## src/rtl/pq_host_if.sv

```systemverilog
// Command, response and device-side signal bundle between a traffic source,
// the pq_host protocol engine and a priority-queue device.
interface pq_host_if #(
    parameter int KV_W = 32
) ();
    logic            cmd_valid;
    logic            cmd_ready;
    logic [1:0]      cmd_op;
    logic [KV_W-1:0] cmd_kv;
    logic            rsp_valid;
    logic            rsp_ready;
    logic [KV_W-1:0] rsp_kv;
    logic            pq_enq;
    logic            pq_deq;
    logic [KV_W-1:0] pq_kvi;
    logic [KV_W-1:0] pq_kvo;

    modport slave (
        input  cmd_valid, cmd_op, cmd_kv, rsp_ready, pq_kvo,
        output cmd_ready, rsp_valid, rsp_kv, pq_enq, pq_deq, pq_kvi
    );

    modport master (
        output cmd_valid, cmd_op, cmd_kv, rsp_ready, pq_kvo,
        input  cmd_ready, rsp_valid, rsp_kv, pq_enq, pq_deq, pq_kvi
    );
endinterface

```

## src/rtl/pq_host.sv

```systemverilog
// Host-side protocol engine for a hardware priority queue: sequences enq/deq
// strobes with the device's operation gap, tracks occupancy, returns dequeued pairs.
module pq_host #(
    parameter int  CAPACITY = 15,
    parameter int  KEY_W    = 16,
    parameter int  VAL_W    = 16,
    parameter int  OP_LAT   = 2,
    localparam int CW       = $clog2(CAPACITY + 1),
    localparam int KV_W     = KEY_W + VAL_W
) (
    input  logic          i_clk,
    input  logic          i_rst,
    pq_host_if.slave      bus,
    output logic [CW-1:0] o_count,
    output logic          o_full,
    output logic          o_empty,
    output logic          o_err_ovf,
    output logic          o_err_udf
);

    localparam logic [1:0]    OP_ENQ   = 2'd1;
    localparam logic [1:0]    OP_DEQ   = 2'd2;
    localparam logic [1:0]    OP_REP   = 2'd3;
    localparam logic [CW-1:0] CNT_ONE  = CW'(1);
    localparam logic [CW-1:0] CNT_ZERO = CW'(0);
    localparam logic [CW-1:0] CNT_CAP  = CW'(CAPACITY);
    localparam logic [3:0]    GAP_LOAD = 4'(OP_LAT - 1);

    typedef enum logic [1:0] {
        ST_IDLE  = 2'd0,
        ST_ISSUE = 2'd1,
        ST_WAIT  = 2'd2
    } state_t;

    state_t          r_state;
    logic [1:0]      r_op;
    logic [3:0]      r_gap;
    logic [CW-1:0]   r_count;
    logic            r_full;
    logic            r_empty;
    logic            r_err_ovf;
    logic            r_err_udf;
    logic            r_cmd_ready;
    logic            r_rsp_valid;
    logic [KV_W-1:0] r_rsp_kv;
    logic            r_enq;
    logic            r_deq;
    logic [KV_W-1:0] r_kvi;

    logic            w_accept;
    logic            w_rsp_hold;
    logic [CW-1:0]   w_count_inc;
    logic [CW-1:0]   w_count_dec;
    logic            w_go;
    logic            w_ovf;
    logic            w_udf;
    logic [1:0]      w_eff_op;

    assign w_accept    = bus.cmd_valid && r_cmd_ready && (r_state == ST_IDLE);
    assign w_rsp_hold  = r_rsp_valid && !bus.rsp_ready;
    assign w_count_inc = r_count + CNT_ONE;
    assign w_count_dec = r_count - CNT_ONE;

    // Classify the offered command against current occupancy; REPLACE on empty degrades to ENQ.
    always_comb begin
        w_go     = 1'b0;
        w_ovf    = 1'b0;
        w_udf    = 1'b0;
        w_eff_op = bus.cmd_op;
        case (bus.cmd_op)
            OP_ENQ: begin
                if (r_full) begin
                    w_ovf = 1'b1;
                end else begin
                    w_go = 1'b1;
                end
            end
            OP_DEQ: begin
                if (r_empty) begin
                    w_udf = 1'b1;
                end else begin
                    w_go = 1'b1;
                end
            end
            OP_REP: begin
                w_go = 1'b1;
                if (r_empty) begin
                    w_eff_op = OP_ENQ;
                end else begin
                    w_eff_op = OP_REP;
                end
            end
            default: begin
                w_go = 1'b0;
            end
        endcase
    end

    // Protocol FSM with all host outputs registered.
    always_ff @(posedge i_clk) begin
        if (!i_rst) begin
            r_state     <= ST_IDLE;
            r_op        <= 2'd0;
            r_gap       <= 4'd0;
            r_count     <= CNT_ZERO;
            r_full      <= 1'b0;
            r_empty     <= 1'b1;
            r_err_ovf   <= 1'b0;
            r_err_udf   <= 1'b0;
            r_cmd_ready <= 1'b0;
            r_rsp_valid <= 1'b0;
            r_rsp_kv    <= '0;
            r_enq       <= 1'b0;
            r_deq       <= 1'b0;
            r_kvi       <= '0;
        end else begin
            if (r_rsp_valid && bus.rsp_ready) begin
                r_rsp_valid <= 1'b0;
            end else begin
                r_rsp_valid <= r_rsp_valid;
            end
            case (r_state)
                ST_IDLE: begin
                    r_enq <= 1'b0;
                    r_deq <= 1'b0;
                    if (w_accept && w_go) begin
                        r_state     <= ST_ISSUE;
                        r_op        <= w_eff_op;
                        r_kvi       <= bus.cmd_kv;
                        r_enq       <= (w_eff_op != OP_DEQ);
                        r_deq       <= (w_eff_op != OP_ENQ);
                        r_cmd_ready <= 1'b0;
                    end else if (w_accept) begin
                        r_err_ovf   <= r_err_ovf | w_ovf;
                        r_err_udf   <= r_err_udf | w_udf;
                        r_cmd_ready <= 1'b1;
                    end else begin
                        r_cmd_ready <= !w_rsp_hold;
                    end
                end
                ST_ISSUE: begin
                    r_enq <= 1'b0;
                    r_deq <= 1'b0;
                    // pq_kvo is sampled on the same edge the device consumes the strobe.
                    case (r_op)
                        OP_ENQ: begin
                            r_count <= w_count_inc;
                            r_full  <= (w_count_inc == CNT_CAP);
                            r_empty <= 1'b0;
                        end
                        OP_DEQ: begin
                            r_count     <= w_count_dec;
                            r_full      <= 1'b0;
                            r_empty     <= (w_count_dec == CNT_ZERO);
                            r_rsp_valid <= 1'b1;
                            r_rsp_kv    <= bus.pq_kvo;
                        end
                        OP_REP: begin
                            r_rsp_valid <= 1'b1;
                            r_rsp_kv    <= bus.pq_kvo;
                        end
                        default: begin
                            r_count <= r_count;
                        end
                    endcase
                    if (OP_LAT == 1) begin
                        r_state     <= ST_IDLE;
                        r_cmd_ready <= (r_op == OP_ENQ);
                    end else begin
                        r_state     <= ST_WAIT;
                        r_gap       <= GAP_LOAD;
                        r_cmd_ready <= 1'b0;
                    end
                end
                ST_WAIT: begin
                    if (r_gap <= 4'd1) begin
                        r_state     <= ST_IDLE;
                        r_gap       <= 4'd0;
                        r_cmd_ready <= !w_rsp_hold;
                    end else begin
                        r_gap       <= r_gap - 4'd1;
                        r_cmd_ready <= 1'b0;
                    end
                end
                default: begin
                    r_state     <= ST_IDLE;
                    r_enq       <= 1'b0;
                    r_deq       <= 1'b0;
                    r_cmd_ready <= 1'b0;
                end
            endcase
        end
    end

    assign bus.cmd_ready = r_cmd_ready;
    assign bus.rsp_valid = r_rsp_valid;
    assign bus.rsp_kv    = r_rsp_kv;
    assign bus.pq_enq    = r_enq;
    assign bus.pq_deq    = r_deq;
    assign bus.pq_kvi    = r_kvi;
    assign o_count       = r_count;
    assign o_full        = r_full;
    assign o_empty       = r_empty;
    assign o_err_ovf     = r_err_ovf;
    assign o_err_udf     = r_err_udf;

endmodule

```

## src/flat_wrapper.sv

```systemverilog
// flat-port wrapper written by rule: the top's interface ports become plain ports
module pq_host_flat 
#(
    parameter int  CAPACITY = 15,
    parameter int  KEY_W    = 16,
    parameter int  VAL_W    = 16,
    parameter int  OP_LAT   = 2,
    localparam int CW       = $clog2(CAPACITY + 1),
    localparam int KV_W     = KEY_W + VAL_W
)
  (i_clk, i_rst, o_count, o_full, o_empty, o_err_ovf, o_err_udf, bus_cmd_valid, bus_cmd_op, bus_cmd_kv, bus_rsp_ready, bus_pq_kvo, bus_cmd_ready, bus_rsp_valid, bus_rsp_kv, bus_pq_enq, bus_pq_deq, bus_pq_kvi);
  pq_host_if #(.KV_W(32)) bus_i ();
  input  logic i_clk;
  input  logic i_rst;
  output logic [CW-1:0] o_count;
  output logic o_full;
  output logic o_empty;
  output logic o_err_ovf;
  output logic o_err_udf;
  input wire logic [$bits(bus_i.cmd_valid)-1:0] bus_cmd_valid;
  input wire logic [$bits(bus_i.cmd_op)-1:0] bus_cmd_op;
  input wire logic [$bits(bus_i.cmd_kv)-1:0] bus_cmd_kv;
  input wire logic [$bits(bus_i.rsp_ready)-1:0] bus_rsp_ready;
  input wire logic [$bits(bus_i.pq_kvo)-1:0] bus_pq_kvo;
  output wire logic [$bits(bus_i.cmd_ready)-1:0] bus_cmd_ready;
  output wire logic [$bits(bus_i.rsp_valid)-1:0] bus_rsp_valid;
  output wire logic [$bits(bus_i.rsp_kv)-1:0] bus_rsp_kv;
  output wire logic [$bits(bus_i.pq_enq)-1:0] bus_pq_enq;
  output wire logic [$bits(bus_i.pq_deq)-1:0] bus_pq_deq;
  output wire logic [$bits(bus_i.pq_kvi)-1:0] bus_pq_kvi;
  assign bus_i.cmd_valid = bus_cmd_valid;
  assign bus_i.cmd_op = bus_cmd_op;
  assign bus_i.cmd_kv = bus_cmd_kv;
  assign bus_i.rsp_ready = bus_rsp_ready;
  assign bus_i.pq_kvo = bus_pq_kvo;
  assign bus_cmd_ready = bus_i.cmd_ready;
  assign bus_rsp_valid = bus_i.rsp_valid;
  assign bus_rsp_kv = bus_i.rsp_kv;
  assign bus_pq_enq = bus_i.pq_enq;
  assign bus_pq_deq = bus_i.pq_deq;
  assign bus_pq_kvi = bus_i.pq_kvi;
  pq_host #(.CAPACITY(CAPACITY), .KEY_W(KEY_W), .VAL_W(VAL_W), .OP_LAT(OP_LAT)) u_core (.i_clk(i_clk), .i_rst(i_rst), .bus(bus_i), .o_count(o_count), .o_full(o_full), .o_empty(o_empty), .o_err_ovf(o_err_ovf), .o_err_udf(o_err_udf));
endmodule
```

## config.mk

```make
export PLATFORM = sky130hd
export DESIGN_NAME = pq_host_flat
export DESIGN_NICKNAME = d
export VERILOG_FILES = /design/src/rtl/pq_host_if.sv /design/src/rtl/pq_host.sv /design/src/flat_wrapper.sv
export SDC_FILE = /design/constraint.sdc
export NUM_CORES = 1
export LEC_CHECK = 0
export ABC_AREA = 1
export CORE_ASPECT_RATIO = 0.9
export CORE_MARGIN = 4
export CORE_UTILIZATION = 45
export CTS_CLUSTER_SIZE = 20
export DETAILED_ROUTE_END_ITERATION = 8
export PLACE_DENSITY_LB_ADDON = 0.15
export SYNTH_ARGS = -nofsm -noshare
export SYNTH_HDL_FRONTEND = slang
export SYNTH_SLANG_ARGS = --single-unit
```

## constraint.sdc

```tcl
create_clock -name i_clk -period 2.1 [get_ports i_clk]
set_clock_uncertainty 0.05 [all_clocks]
set_input_delay 0.315 -clock i_clk [delete_from_list [all_inputs] [get_ports i_clk]]
set_output_delay 0.315 -clock i_clk [all_outputs]
set_load 0.01 [all_outputs]
```

## Yosys cells after proc, flatten, opt, wreduce, memory -nomap -nowiden

Cells that the tools add are included.

| operators by class | value |
|---|---|
| magnitude comparators | 1 |
| bitwise logic cells | 3 |
| reductions and logical operators | 17 |
| add/sub/neg operators | 3 |
| equality and inequality tests | 13 |
| muxes and demuxes | 28 |

Operator list:

| cell | count |
|---|---|
| $pmux 4 s2 | 2 |
| $mux 1 | 14 |
| $eq 2x2->1 const B | 5 |
| $pmux 1 s2 | 5 |
| $mux 2 | 4 |
| $reduce_and 2->1 | 4 |
| $sub 4x1->4 const B | 2 |
| $eq 2x1->1 const B | 3 |
| $pmux 2 s3 | 1 |
| $logic_and 1x1->1 | 5 |
| $add 4x1->4 const B | 1 |
| $eq 4x4->1 const B | 1 |
| $le 4x1->1 const B | 1 |
| $logic_not 4->1 | 1 |
| $mux 4 | 1 |
| $ne 2x1->1 const B | 2 |
| $ne 2x2->1 const B | 2 |
| $reduce_bool 2->1 | 2 |
| $pmux 1 s3 | 1 |
| $reduce_and 3->1 | 1 |
| $logic_not 1->1 | 2 |
| $logic_not 2->1 | 1 |
| $or 1x1->1 | 2 |
| $reduce_or 2->1 | 1 |
| $not 1->1 | 1 |

| storage, ports and cells | value |
|---|---|
| input port bits | 70 |
| logic and storage cells | 79 |
| register bits | 84 |
| output and inout bits | 76 |

## Longest topological paths before layout

Gate-level depths: netlist of run 1.

| depth | value |
|---|---|
| depth in word-level cells | 6 |
| gate-level depth with buffers | 9 |
| mapped depth without buffers | 9 |

## Worst setup path before layout of run 1

Ideal clock, no wire load.

| path | value |
|---|---|
| kind | register to register |
| start point | register u_core.r_op[0] |
| end point | register u_core.r_rsp_kv[10] (netlist: u_core.bus.rsp_kv[10]) |
| path buffers | 1 |
| stages on the path, launching flop included | 8 |
| clock period less this slack | 1.376 ns |
| arrival | 1.210 ns |
| library setup time | 0.116 ns |
| slack | 0.724 ns |
| data required time | 1.934 ns |
| cell sequence | dfxtp_1 -> inv_1 -> ha_1 -> o21ai_2 -> inv_1 -> buf_2 -> nor2_1 -> nor2_1 |

| between the ends | value |
|---|---|
| longest elaborated chain between the ends | 3 |
| elaborated cells on any way between the ends | 4 |
| those cells by class | 2 x eq/ne; 2 x reduce/logical |

Ends and longest elaborated chain:

| item | RTL line | RTL |
|---|---|---|
| from (decl) | pq_host.sv:36 | `logic [1:0] r_op;` |
| from (signal assigned) | pq_host.sv:128 | `r_op <= w_eff_op;` |
| $eq 2x2->1 | pq_host.sv:145 | `case (r_op)` |
| $reduce_or 2->1 (no source line) (*) | - |  |
| $reduce_and 2->1 (no source line) (*) | - |  |
| to (signal assigned) | pq_host.sv:156 | `r_rsp_kv <= bus.pq_kvo;` |
| to (signal assigned) | pq_host.sv:160 | `r_rsp_kv <= bus.pq_kvo;` |
| to (decl) | pq_host.sv:45 | `logic [KV_W-1:0] r_rsp_kv;` |

Mark *: on every way between the ends. The rest lies on a longest branch, timed or not.
A chain may end at the register's enable or synchronous reset.

## Worst setup path after layout of run 1

| path | value |
|---|---|
| start point | register u_core.r_count[2] (netlist: u_core.o_count[2]) |
| end point | output port o_count[2] |

RTL lines:

| item | RTL line | RTL |
|---|---|---|
| from (decl) | pq_host.sv:38 | `logic [CW-1:0] r_count;` |
| from (signal assigned) | pq_host.sv:147 | `r_count <= w_count_inc;` |
| from (signal assigned) | pq_host.sv:152 | `r_count <= w_count_dec;` |
| from (signal assigned) | pq_host.sv:163 | `r_count <= r_count;` |
| to (decl) | flat_wrapper.sv:15 | `output logic [CW-1:0] o_count;` |

No word-level cell between the ends.

==> run summary, run 1 <==
The cell class contributing the biggest share of worst-path delay is buffers and inverters. The first routing iteration left 105 violations. The core region is 7184 um^2. The layout has 601 filler cells. The area of the die came out at 8993 um^2. In this run the worst setup path terminates at o_count[2].

The count of max-cap constraint violations came out at 0. Synthesis produced a netlist with a net count of 502. The number of hold violations in the final report is 0. Entering global routing, the biggest net connects 36 pins. The effective utilization at floorplan is 0.4721. The number of cells on the worst reg-to-reg path is 8. The floorplan step set the die width to 99.52 um. The post-placement cell count is 643. Among all stages on the critical path, the largest delay is contributed by clkdlybuf4s50_1. The remaining number of nets flagged by the antenna check after routing came out at 0.

Port buffering added 145 buffers. The library cell used most frequently in the layout, excluding fill and tap cells, is clkdlybuf4s50_1. After detailed routing, the number of remaining DRC violations is 0. The global-route congestion overflow total is 0. The number of enable flip-flop cells after synthesis is 0.

The clock transition at the registers of the reported paths is 0.09 ns. The worst setup path is of the register to output port kind. The distinct cell type count after synthesis is 31. The via-per-instance ratio is 4.915.

The flow ran to the end, and the final reports show no timing, DRC or antenna violations. The largest stage delay on the critical path is 0.58 ns. The mean instance size in the synthesized netlist is 8.057 um^2. The number of synthesized register bits came out at 84. The maximum operating frequency is 577.9 MHz. Data on the critical path arrives at its endpoint at 1.37 ns. Setup repair after global routing left no endpoint under its margin.

The number of failing setup endpoints in the final timing report is 0. The repair_antennas step left the layout with diodes totalling 0. IR analysis of the VDD net gives a maximum drop of 0.4814 mV. The post-CTS setup-driven buffer insertion count is 0. The critical path goes through clkdlybuf4s50_1. In the synthesized netlist, the number of instances is 421. The number of global-route vias before repair was 3,075. The flip-flop cell with the highest count after synthesis is dfxtp_1. The area of the mapped netlist came out at 3392 um^2. The peak fanout along the critical path is 6. The share of post-route cells with drive strength above 1 came out at 0.09364.

The buffering stage count on the worst path with inverters included is 1. The critical path startpoint is u_core.o_count[2]. The depth of the CTS H-tree is 3. The fraction of registers with async set/reset came out at 0. The final cell area excluding filler cells came out at 5057 um^2. Across every metal layer, demand over resource in global routing totals 0.2044. The share of the yosys chip area belonging to registers came out at 0.4958. The count of non-filler cells in the finished layout came out at 659.

The per-cell routed wire length came out at 14.11 um. The quantity of hold-fixing buffers added after cts came out at 0. The share of the cycle needed by the critical path after routing is 0.8240.

The CTS tree is built. In this run the static leakage power is 0.001899 uW. The later pin in the worst-skew pair is clocked with a latency of 0.35 ns.

Buffers inserted during clock tree synthesis total 9. The deepest clock path buffer count is 2. The count of final max-slew check failures is 0. The routed layout has 3,239 vias. The post-route setup TNS is 0 ns.

The setup slack of the worst register-to-register path is 0.42 ns. The number of cells on the critical path is 1. The initial antenna violation count is 0. The endpoint identified for the worst register-to-register timing path is u_core.bus.pq_kvi[6]. The required arrival time at the worst endpoint came out at 1.74 ns. The first global-routing pass estimated 14,920 um of wire. The minimum period implied by the final worst setup slack came out at 1.730 ns. The top-level port count is 146.

The startpoint identified for the worst register-to-register timing path is u_core.r_state[1]. The total of cells resized after clock tree synthesis came out at 0. After legalization and detailed placement, the total HPWL measured 6836 um.

The top cell types in the final layout, fill and taps aside, are 144 x clkdlybuf4s50_1, 113 x nor2_1, 84 x dfxtp_1, 60 x o21ai_0, 25 x inv_1. The post-detailed-routing wire length came out at 9297 um. The post-place instance area is 4850 um^2. The path class of the lowest-slack min-delay path is input pin to register. The number of sinks on the clock net came out at 84.

For the pin with the worst max-slew slack, the measured transition is 0.4109 ns. During synthesis, Yosys emitted a total of 0 warnings. The layout overhead on the synthesized area came out at 49.10%.

At the end of the flow, the number of nets in the layout was 642. The tree is rooted in a clkbuf_8. The power per standard cell area came out at 812.6 nW/um^2. STA classifies the critical path endpoint as an output port. The tightest slew margin relative to the limit came out at 0.7261.

The length of the first detailed-routing pass in iterations came out at 4. The number of cell rows is 29. The routability congestion estimate from global placement is 0.8185. The worst setup path is launched from a register.

The chip height came out at 90.37 um.
[final cells by class]
type                            instances  area [um^2]  area share
Clock buffer                           10        137.6     0.02721
Sequential cell                        84         1682      0.3325
Clock inverter                          6        70.07     0.01385
Multi-Input combinational cell        288         1451      0.2870
Timing Repair Buffer                  151         1491      0.2949
Tap cell                               93        116.4     0.02301
Inverter                               27        108.9     0.02152
[how the worst min path moves through the flow]
| stage | from | endpoint | depth (start not counted) |
|---|---|---|---|
| 3_3_place_gp | u_core.o_err_udf | u_core.o_err_udf | 2 |
| 6_report | i_rst | u_core.r_state[1] | 3 |
| 4_1_cts | i_rst | u_core.r_state[1] | 3 |
| 2_1_floorplan | bus_cmd_kv[31] | u_core.bus.pq_kvi[31] | 2 |
| 3_5_place_dp | u_core.o_err_udf | u_core.o_err_udf | 2 |
| 5_1_grt | i_rst | u_core.r_state[1] | 3 |
[report_power, final]
part	internal, uW	switching [uW]	leakage, uW
clock network	590	593	0.0000955
registers	1750	105	0.000680
logic	544	526	0.00112
total	2890	1220	0.00190
[sequential cells by signal, summed over array words and instances, names as in the netlist]
signal,cells
u_core.bus.pq_kvi,32
u_core.r_gap,4
u_core.bus.cmd_ready,1
u_core.o_full,1
u_core.o_err_udf,1
u_core.bus.rsp_kv,32
u_core.bus.pq_deq,1
u_core.o_err_ovf,1
u_core.o_empty,1
u_core.r_op,2
u_core.r_state,2
u_core.bus.pq_enq,1
u_core.bus.rsp_valid,1
u_core.o_count,4
[routing by layer]
metal	vias to the layer above	track usage	share of wire
met2	100	0.3389	0.48
met3	9	0.06564	0.077
li1	1633	-	-
met1	1497	0.2579	0.44
met4	0	0.04778	0.0087
met5	-	0	0
[cells in the mapped netlist, types with 3 or more instances]
library cell	number	area share
nand2_1	23	0.025
nor2_2	20	0.037
buf_6	3	0.010
a21oi_1	16	0.024
o21ai_0	60	0.089
nor2_1	113	0.13
ha_1	11	0.041
nand3_1	10	0.015
clkbuf_1	9	0.010
a31oi_1	3	0.0055
nand4_1	3	0.0055
dfxtp_1	84	0.50
o21ai_1	11	0.016
buf_2	6	0.0089
a211oi_1	3	0.0066
inv_1	25	0.028
[logic make-up after synthesis]
logic type	share of synthesized area
and+or+nand+nor	0.2320
xor gates and xnor gates	0.005165
buffers and inverters	0.07635
adders and majority gates	0.04057
DFF	0.4958
AOI/OAI and AO/OA	0.1501
[stage by stage]
step | utilization | hold WS, ns | power, uW | worst slack (ns)
finish | 0.7039 | 0.3411 | 4110 | 0.3697
global route | 0.7039 | 0.3620 | 4339 | 0.2935
CTS | 0.7039 | 0.3192 | 4148 | 0.3479
detailed placement | 0.6750 | 0.4059 | 2956 | 0.2516
global placement | 0.6750 | 0.3909 | 2923 | 0.3238
floorplan | - | 0.4102 | 2493 | 0.7239
Note: power is estimated with default switching activity, not from simulation.
==> run 2, diff against run 1 <==
Settings changed: CORE_UTILIZATION 45 to 38.
Clock period 2.1 ns to 1.44 ns, I/O delays scaled along.
==> run summary, run 2 (synthesized netlist as in run 1, its figures left out) <==
Clock tree synthesis selected as its root buffer the cell clkbuf_8. Setup repair after global routing could not meet its margin everywhere. The transition time of the tightest slew-check pin is 0.3528 ns. The post-route setup TNS came out at 0 ns. The leakage power figure is 0.002413 uW.

The depth of the CTS H-tree came out at 3. The number of failing setup endpoints in the final timing report came out at 0. The tightest slew margin relative to the limit came out at 0.7646. The all-layer global routing usage came out at 0.1786. The required arrival time at the worst endpoint came out at 1.68 ns. The clock buffer count from CTS is 9. Traced cell by cell, the critical path runs through inv_1 -> ha_1 -> nor2_4 -> nand2_1 -> nor2_1 -> nand2b_1 -> a21oi_1.

The share of post-route cells with drive strength above 1 came out at 0.1678. The top-level port count came out at 146. The minimum period implied by the final worst setup slack came out at 1.369 ns. The critical path endpoint category is a register. During placement, the flow inserted port buffers numbering 145. The cell with the largest stage delay on the worst path is dfxtp_2. The number of antenna diodes came out at 0. The power per standard cell area came out at 1160 nW/um^2. Of the available clock period, the critical path in the final layout requires 0.9505.

The peak fanout along the critical path is 7. After detailed routing, the average wire length per cell comes to 13.35 um. Global routing finished with a remaining overflow of 0.

The largest stage delay on the critical path is 0.34 ns. The number of cell rows is 32. The quantity of hold-fixing buffers added after cts came out at 0.

The most common library cell in the layout ignoring fill and taps is nor2_1. The clock net in this run drives a total of 84 sinks. The library cells used most frequently in the layout, excluding fill and tap cells, are 109 x nor2_1, 76 x dlygate4sd2_1, 76 x dfxtp_1, 68 x clkdlybuf4s50_1, 51 x o21ai_0. The number of buffers and inverters on the critical path is 1.

The post-placement cell count is 687. The path class of the tightest hold or removal check is input pin to register. The CTS tree is built.

The layout overhead on the synthesized area came out at 57.69%. The effective utilization at floorplan is 0.3922. The deepest clock path buffer count came out at 2. The number of global-route vias before repair came to 3,111. The initial antenna violation count came to 0. The data arrival time of the critical path came out at 1.61 ns.

The area of the die is 10,500 um^2. The worst IR drop on VDD is 0.5252 mV. In this run the vertical extent of the chip is 97.63 um. The count of non-filler cells in the finished layout came out at 709. Before antenna repair, the detailed router went through 4 iterations. The number of filler instances in the final layout is 842. The routed design has 9468 um of wire. The routability congestion estimate from global placement came out at 0.7884. STA classifies the critical path startpoint as a register. The number of hold violations in the final report is 0. The design draws 6207 uW. The clock latency at the later pin of the worst-skew pair came out at 0.35 ns.

The class of the most critical setup path is register to register. The x dimension of the die came out at 107.6 um. The first routing iteration left 106 violations.

The placed instances occupy a cell area of 5105 um^2. The wire length of the first global-routing pass came out at 15,280 um. Clock-pin slew was measured on the worst setup and hold paths at 0.09 ns.

The count of final max-slew check failures came to 0. Max-cap violations in this run came to 0. The largest net degree at the start of global routing came out at 50. The run finished with clean final reports.

The half-perimeter wire length after placement is 6865 um. The count of unresolved DRC violations after routing is 0. The final cell area excluding filler cells is 5349 um^2. The count of nets left with antenna violations once routing finished came out at 0. The core area came out at 8648 um^2.

For this run, the post-layout net count is 666. The via-per-instance ratio is 4.646. The cell class contributing the biggest share of worst-path delay is simple AND/OR/NAND/NOR gates. The maximum operating frequency came out at 730.6 MHz. The via count came out at 3,294.
[run 2: timing repair]
item                                   4_1_cts  5_1_grt
pin swaps                                    0        7
cloned                                       0        1
setup endpoints to repair                  109       77
buffers inserted                             0        5
resized for setup                           81       33
endpoints found under the hold margin        0        0
[run 2: power breakdown]
part | switching (uW) | internal, uW | leakage, uW
Sequential | 142 | 2560 | 0.000683
Clock | 889 | 817 | 0.0000971
Combinational | 853 | 944 | 0.00163
Total | 1880 | 4320 | 0.00241
[run 2: path summary, 6_finish.rpt]
| path | startpoint | to | slack, ns | cells after the start |
|---|---|---|---|---|
| worst min register to register | u_core.o_err_udf | u_core.o_err_udf | 0.41 | 2 |
| worst max register to register | u_core.r_op[0] | u_core.o_full | 0.07 | 7 |
| worst min-delay path | i_rst | u_core.o_count[0] | 0.26 | 4 |
| worst max-delay path | u_core.r_op[0] | u_core.o_full | 0.07 | 7 |
[run 2: per-stage QoR]
step                utilization  setup WS [ns]  hold WS [ns]
finish                   0.6185        0.07123        0.2646
detailed placement       0.5903        -0.1988        0.3948
CTS                      0.6036       0.006098        0.2695
floorplan                     -        0.06392        0.3112
global route             0.6185       -0.03451        0.2783
global placement         0.5903        -0.1703        0.3936
[run 2: worst reg2reg max path, delay by kind of cell, from the launching register on]
| kind | cells | cell delay (ns) |
|---|---|---|
| AOI/OAI and AO/OA | 1 | 0.11 |
| buffers and inverters | 1 | 0.04 |
| DFF | 1 | 0.34 |
| adders and majority gates | 1 | 0.31 |
| and+or+nand+nor | 4 | 0.45 |
[run 2: cell type report]
| cell class | instances | area, um^2 | share of cell area |
|---|---|---|---|
| inverters | 27 | 116.4 | 0.02175 |
| clock buffers | 10 | 127.6 | 0.02386 |
| clock inverters | 6 | 72.57 | 0.01357 |
| flip-flops and latches | 84 | 1692 | 0.3163 |
| multi-input cells | 289 | 1515 | 0.2833 |
| well taps | 119 | 148.9 | 0.02784 |
| repair buffers | 174 | 1677 | 0.3135 |
[run 2: routing by layer]
| layer | vias up | track usage | wire, um | part of all wire |
|---|---|---|---|---|
| li1 | 1694 | - | - | - |
| met1 | 1505 | 0.2302 | 4294 | 0.45 |
| met2 | 84 | 0.2935 | 4517 | 0.48 |
| met3 | 11 | 0.05316 | 542 | 0.057 |
| met4 | 0 | 0.04078 | 114 | 0.012 |
| met5 | - | 0 | 0 | 0 |
==> run 3, diff against run 2 <==
Settings changed: ABC_AREA 1 to unset.
==> run summary, run 3 <==
In this run the cell area measured after placement is 5300 um^2. In this run the register-to-register setup slack is -0.05 ns. The clock buffer count from CTS is 9.

The peak fanout along the critical path is 3. 146 I/O pins were placed. The effective utilization at floorplan came out at 0.3948.

By area the synthesized netlist is led by dfxtp_1 49%, a21oi_1 11%, nand2_1 7.9%. The number of failing setup endpoints in the final timing report came out at 3. The share of the core filled with cells is 0.6897. The kind of launch point of the worst setup path is a register.

The largest net degree at the start of global routing came out at 51. From bottom edge to top edge, the die measures 97.93 um. The cell count after synthesis is 415. The via count is 3,590. At the placement stage, the worst setup path has a slack of -0.4097 ns. The worst IR drop on VDD came out at 0.4994 mV. The number of buffer cells added on primary ports is 145. The repair_antennas step left the layout with diodes totalling 0. The clock latency at the later pin of the worst-skew pair is 0.35 ns.

The mean instance size in the synthesized netlist came out at 8.228 um^2. The count of nets after finishing is 673. The cell with the largest stage delay on the worst path is dfxtp_2. The most common library cell in the layout ignoring fill and taps is dlygate4sd2_1. The largest stage delay on the critical path came out at 0.35 ns. Relative to the synthesized area, the layout overhead comes to 74.68%.

The share of the yosys chip area belonging to registers came out at 0.4925. The buffering stage count on the worst path with inverters included is 1. The largest total area in the synthesized netlist belongs to dfxtp_1. The quantity of hold-fixing buffers added after cts came out at 0.

The number of cell rows came out at 32. The library cells used most frequently in the layout, excluding fill and tap cells, are 76 x dlygate4sd2_1, 75 x dfxtp_1, 67 x clkdlybuf4s50_1, 59 x nand2_1, 56 x a21oi_1. The worst-case setup margin in the final layout is -0.05124 ns.

The maximum operating frequency is 670.6 MHz. The endpoint identified for the worst register-to-register timing path is u_core.r_state[0]. The tightest slew margin relative to the limit is 0.8047. The share of post-route cells with drive strength above 1 is 0.2362.

The wire length of the first global-routing pass came out at 16,260 um. The core region is 8648 um^2. The initial antenna violation count came out at 0. The critical path endpoint category is a register. The CTS tree is built. Synthesis produced a netlist with a net count of 496.

Grouping stages by cell kind, the critical path spends the most delay in compound AO/OA/AOI/OAI gates. The synthesized design contains 0 enable-type register cells. The leakage power figure came out at 0.002442 uW. Synthesis instantiated 41 different standard cells from the library. The synthesis warning total is 0. In the synthesized netlist the async set-or-reset flop fraction comes to 0.

The half-perimeter wire length after placement is 7196 um. Power spread over the standard cell area amounts to 844.7 nW/um^2. Summing internal, switching and leakage power gives 5038 uW.

The finished cells cover 5964 um^2. The number of sinks on the clock net came out at 84. The post-route setup TNS came out at -0.08423 ns. The flip-flop cell with the highest count after synthesis is dfxtp_1. The most critical setup path has its endpoint at u_core.r_state[0].

The global-route congestion overflow total is 0. The number of DRC markers after the initial detailed-route iteration came out at 130. Max-cap violations in this run came to 0. The share of the cycle needed by the critical path after routing came out at 1.036. Clock-pin slew was measured on the worst setup and hold paths at 0.09 ns.

The worst register-to-register path has a depth of 6. The count of final max-slew check failures came out at 0. The post-detailed-routing wire length is 11,200 um. Summing every instance area after synthesis gives 3415 um^2.

The data arrival time of the critical path came out at 1.71 ns. For this run, the total global-route usage over all layers was measured as 0.1884. The critical path goes through inv_2 -> ha_4 -> nor2_2 -> o31a_1 -> or3_4 -> a21oi_2.

The transition time of the tightest slew-check pin is 0.2929 ns. The number of global-route vias before repair is 3,313. The flow ran to the end, but the final reports show violations.

The required arrival time at the worst endpoint is 1.66 ns. The critical path is of the register to register type. The deepest clock path buffer count is 2.

The length of the first detailed-routing pass in iterations came out at 4. The area of the die came out at 10,570 um^2. The count of unresolved DRC violations after routing is 0. The congestion estimate from routability-driven global placement came to 0.8161. The number of synthesized register bits came out at 84.

The beginning of the worst register-to-register path is u_core.r_gap[0]. dfxtp_1 is the most common cell in the netlist. The number of hold violations in the final report came out at 0. After layout, the minimum clock period comes to 1.491 ns. The critical path starts at u_core.r_gap[0]. The detail route stage leaves a number of antenna-violating nets equal to 0. Ranked by instance count, the synthesized netlist is headed by 84 x dfxtp_1, 76 x a21oi_1, 72 x nand2_1.

The per-cell routed wire length is 15.65 um. The number of cells on the critical path came out at 6. In this run the worst hold path is classified as input pin to register. The floorplan step set the die width to 107.9 um. The library cell used as clock root buffer is clkbuf_8. Setup repair after global routing could not meet its margin everywhere.

The via-per-instance ratio came out at 5.014. The depth of the CTS H-tree is 3. The share of the synthesized area in the top cell type came out at 0.4925. The final reports fail on negative setup slack.
==> run 3: changes by cell type in the layout (fill, tap and decap cells not counted), moves of 10 or more <==
| cell | previous run | this run |
|---|---|---|
| o21ai_0 | 51 | 35 |
| nand2_1 | 22 | 59 |
| buf_4 | 19 | 31 |
| a21oi_2 | 0 | 21 |
| nand2_2 | 3 | 13 |
| o21ai_1 | 18 | 3 |
| a21oi_1 | 16 | 56 |
| nor2_1 | 109 | 9 |
| nand3_1 | 9 | 34 |
| inv_1 | 21 | 4 |
| nor2_2 | 24 | 1 |
==> run 3: cell families (layout without fill, tap and decap cells) <==
group / count (synthesis) / after routing / share of synthesized area
buf+inv: 41 / 223 / 0.04874
flops: 84 / 84 / 0.4925
compound gates: 132 / 132 / 0.2096
fa+ha+maj: 11 / 11 / 0.04031
simple gates: 140 / 140 / 0.1902
mux: 2 / 2 / 0.005863
xor+xnor: 5 / 5 / 0.01282
==> run 3: timing repair <==
action | 4_1_cts | 5_1_grt
cloned | 0 | 8
buffers inserted | 0 | 5
pin swaps | 0 | 30
gates resized for setup | 83 | 79
setup endpoints to repair | 84 | 79
==> run 3: worst min-delay path by stage <==
stage | startpoint | endpoint | slack [ns] | cells past startpoint
2_1_floorplan | i_rst | u_core.r_state[0] | 0.30 | 2
3_3_place_gp | u_core.bus.rsp_kv[14] | u_core.bus.rsp_kv[14] | 0.39 | 2
3_5_place_dp | u_core.bus.rsp_kv[22] | u_core.bus.rsp_kv[22] | 0.40 | 2
4_1_cts | bus_pq_kvo[28] | u_core.bus.rsp_kv[28] | 0.34 | 3
5_1_grt | bus_pq_kvo[30] | u_core.bus.rsp_kv[30] | 0.34 | 3
6_report | bus_pq_kvo[30] | u_core.bus.rsp_kv[30] | 0.36 | 3
==> run 3: through the flow <==
step | cells | hold slack (ns)
after floorplan | 415 | 0.2969
after global placement | 687 | 0.3915
after detailed placement | 687 | 0.3984
after CTS | 703 | 0.3364
after global routing | 716 | 0.3385
final | 716 | 0.3595
==> run 3: area by class of cell <==
class                      instances  area (um^2)
clock buffer                      11        141.4
sequential                        84         1695
tap                              119        148.9
timing repair buffer             197         1987
multi-input combinational        290         1866
clock inverter                     5        83.83
fill                             759         2684
inverter                          10        42.54
==> run 3: where the power goes <==
part | total [uW] | switching, uW | internal, uW
Clock | 1890 | 861 | 1030
Sequential | 2400 | 29.4 | 2370
Combinational | 742 | 332 | 409
==> run 3: routing by layer <==
metal  track usage  up-vias  routed length, um
met2        0.3026       98               5329
li1              -     1786                  -
met1        0.2442     1690               5040
met4       0.06602        0                204
met3       0.05023       16                629
met5             0        -                  0
==> run 3: tightest hold or removal path, stage by stage <==
cell and delay, ns:
clkdlybuf4s50_1 0.39, nand2_1 0.05, a21oi_1 0.05
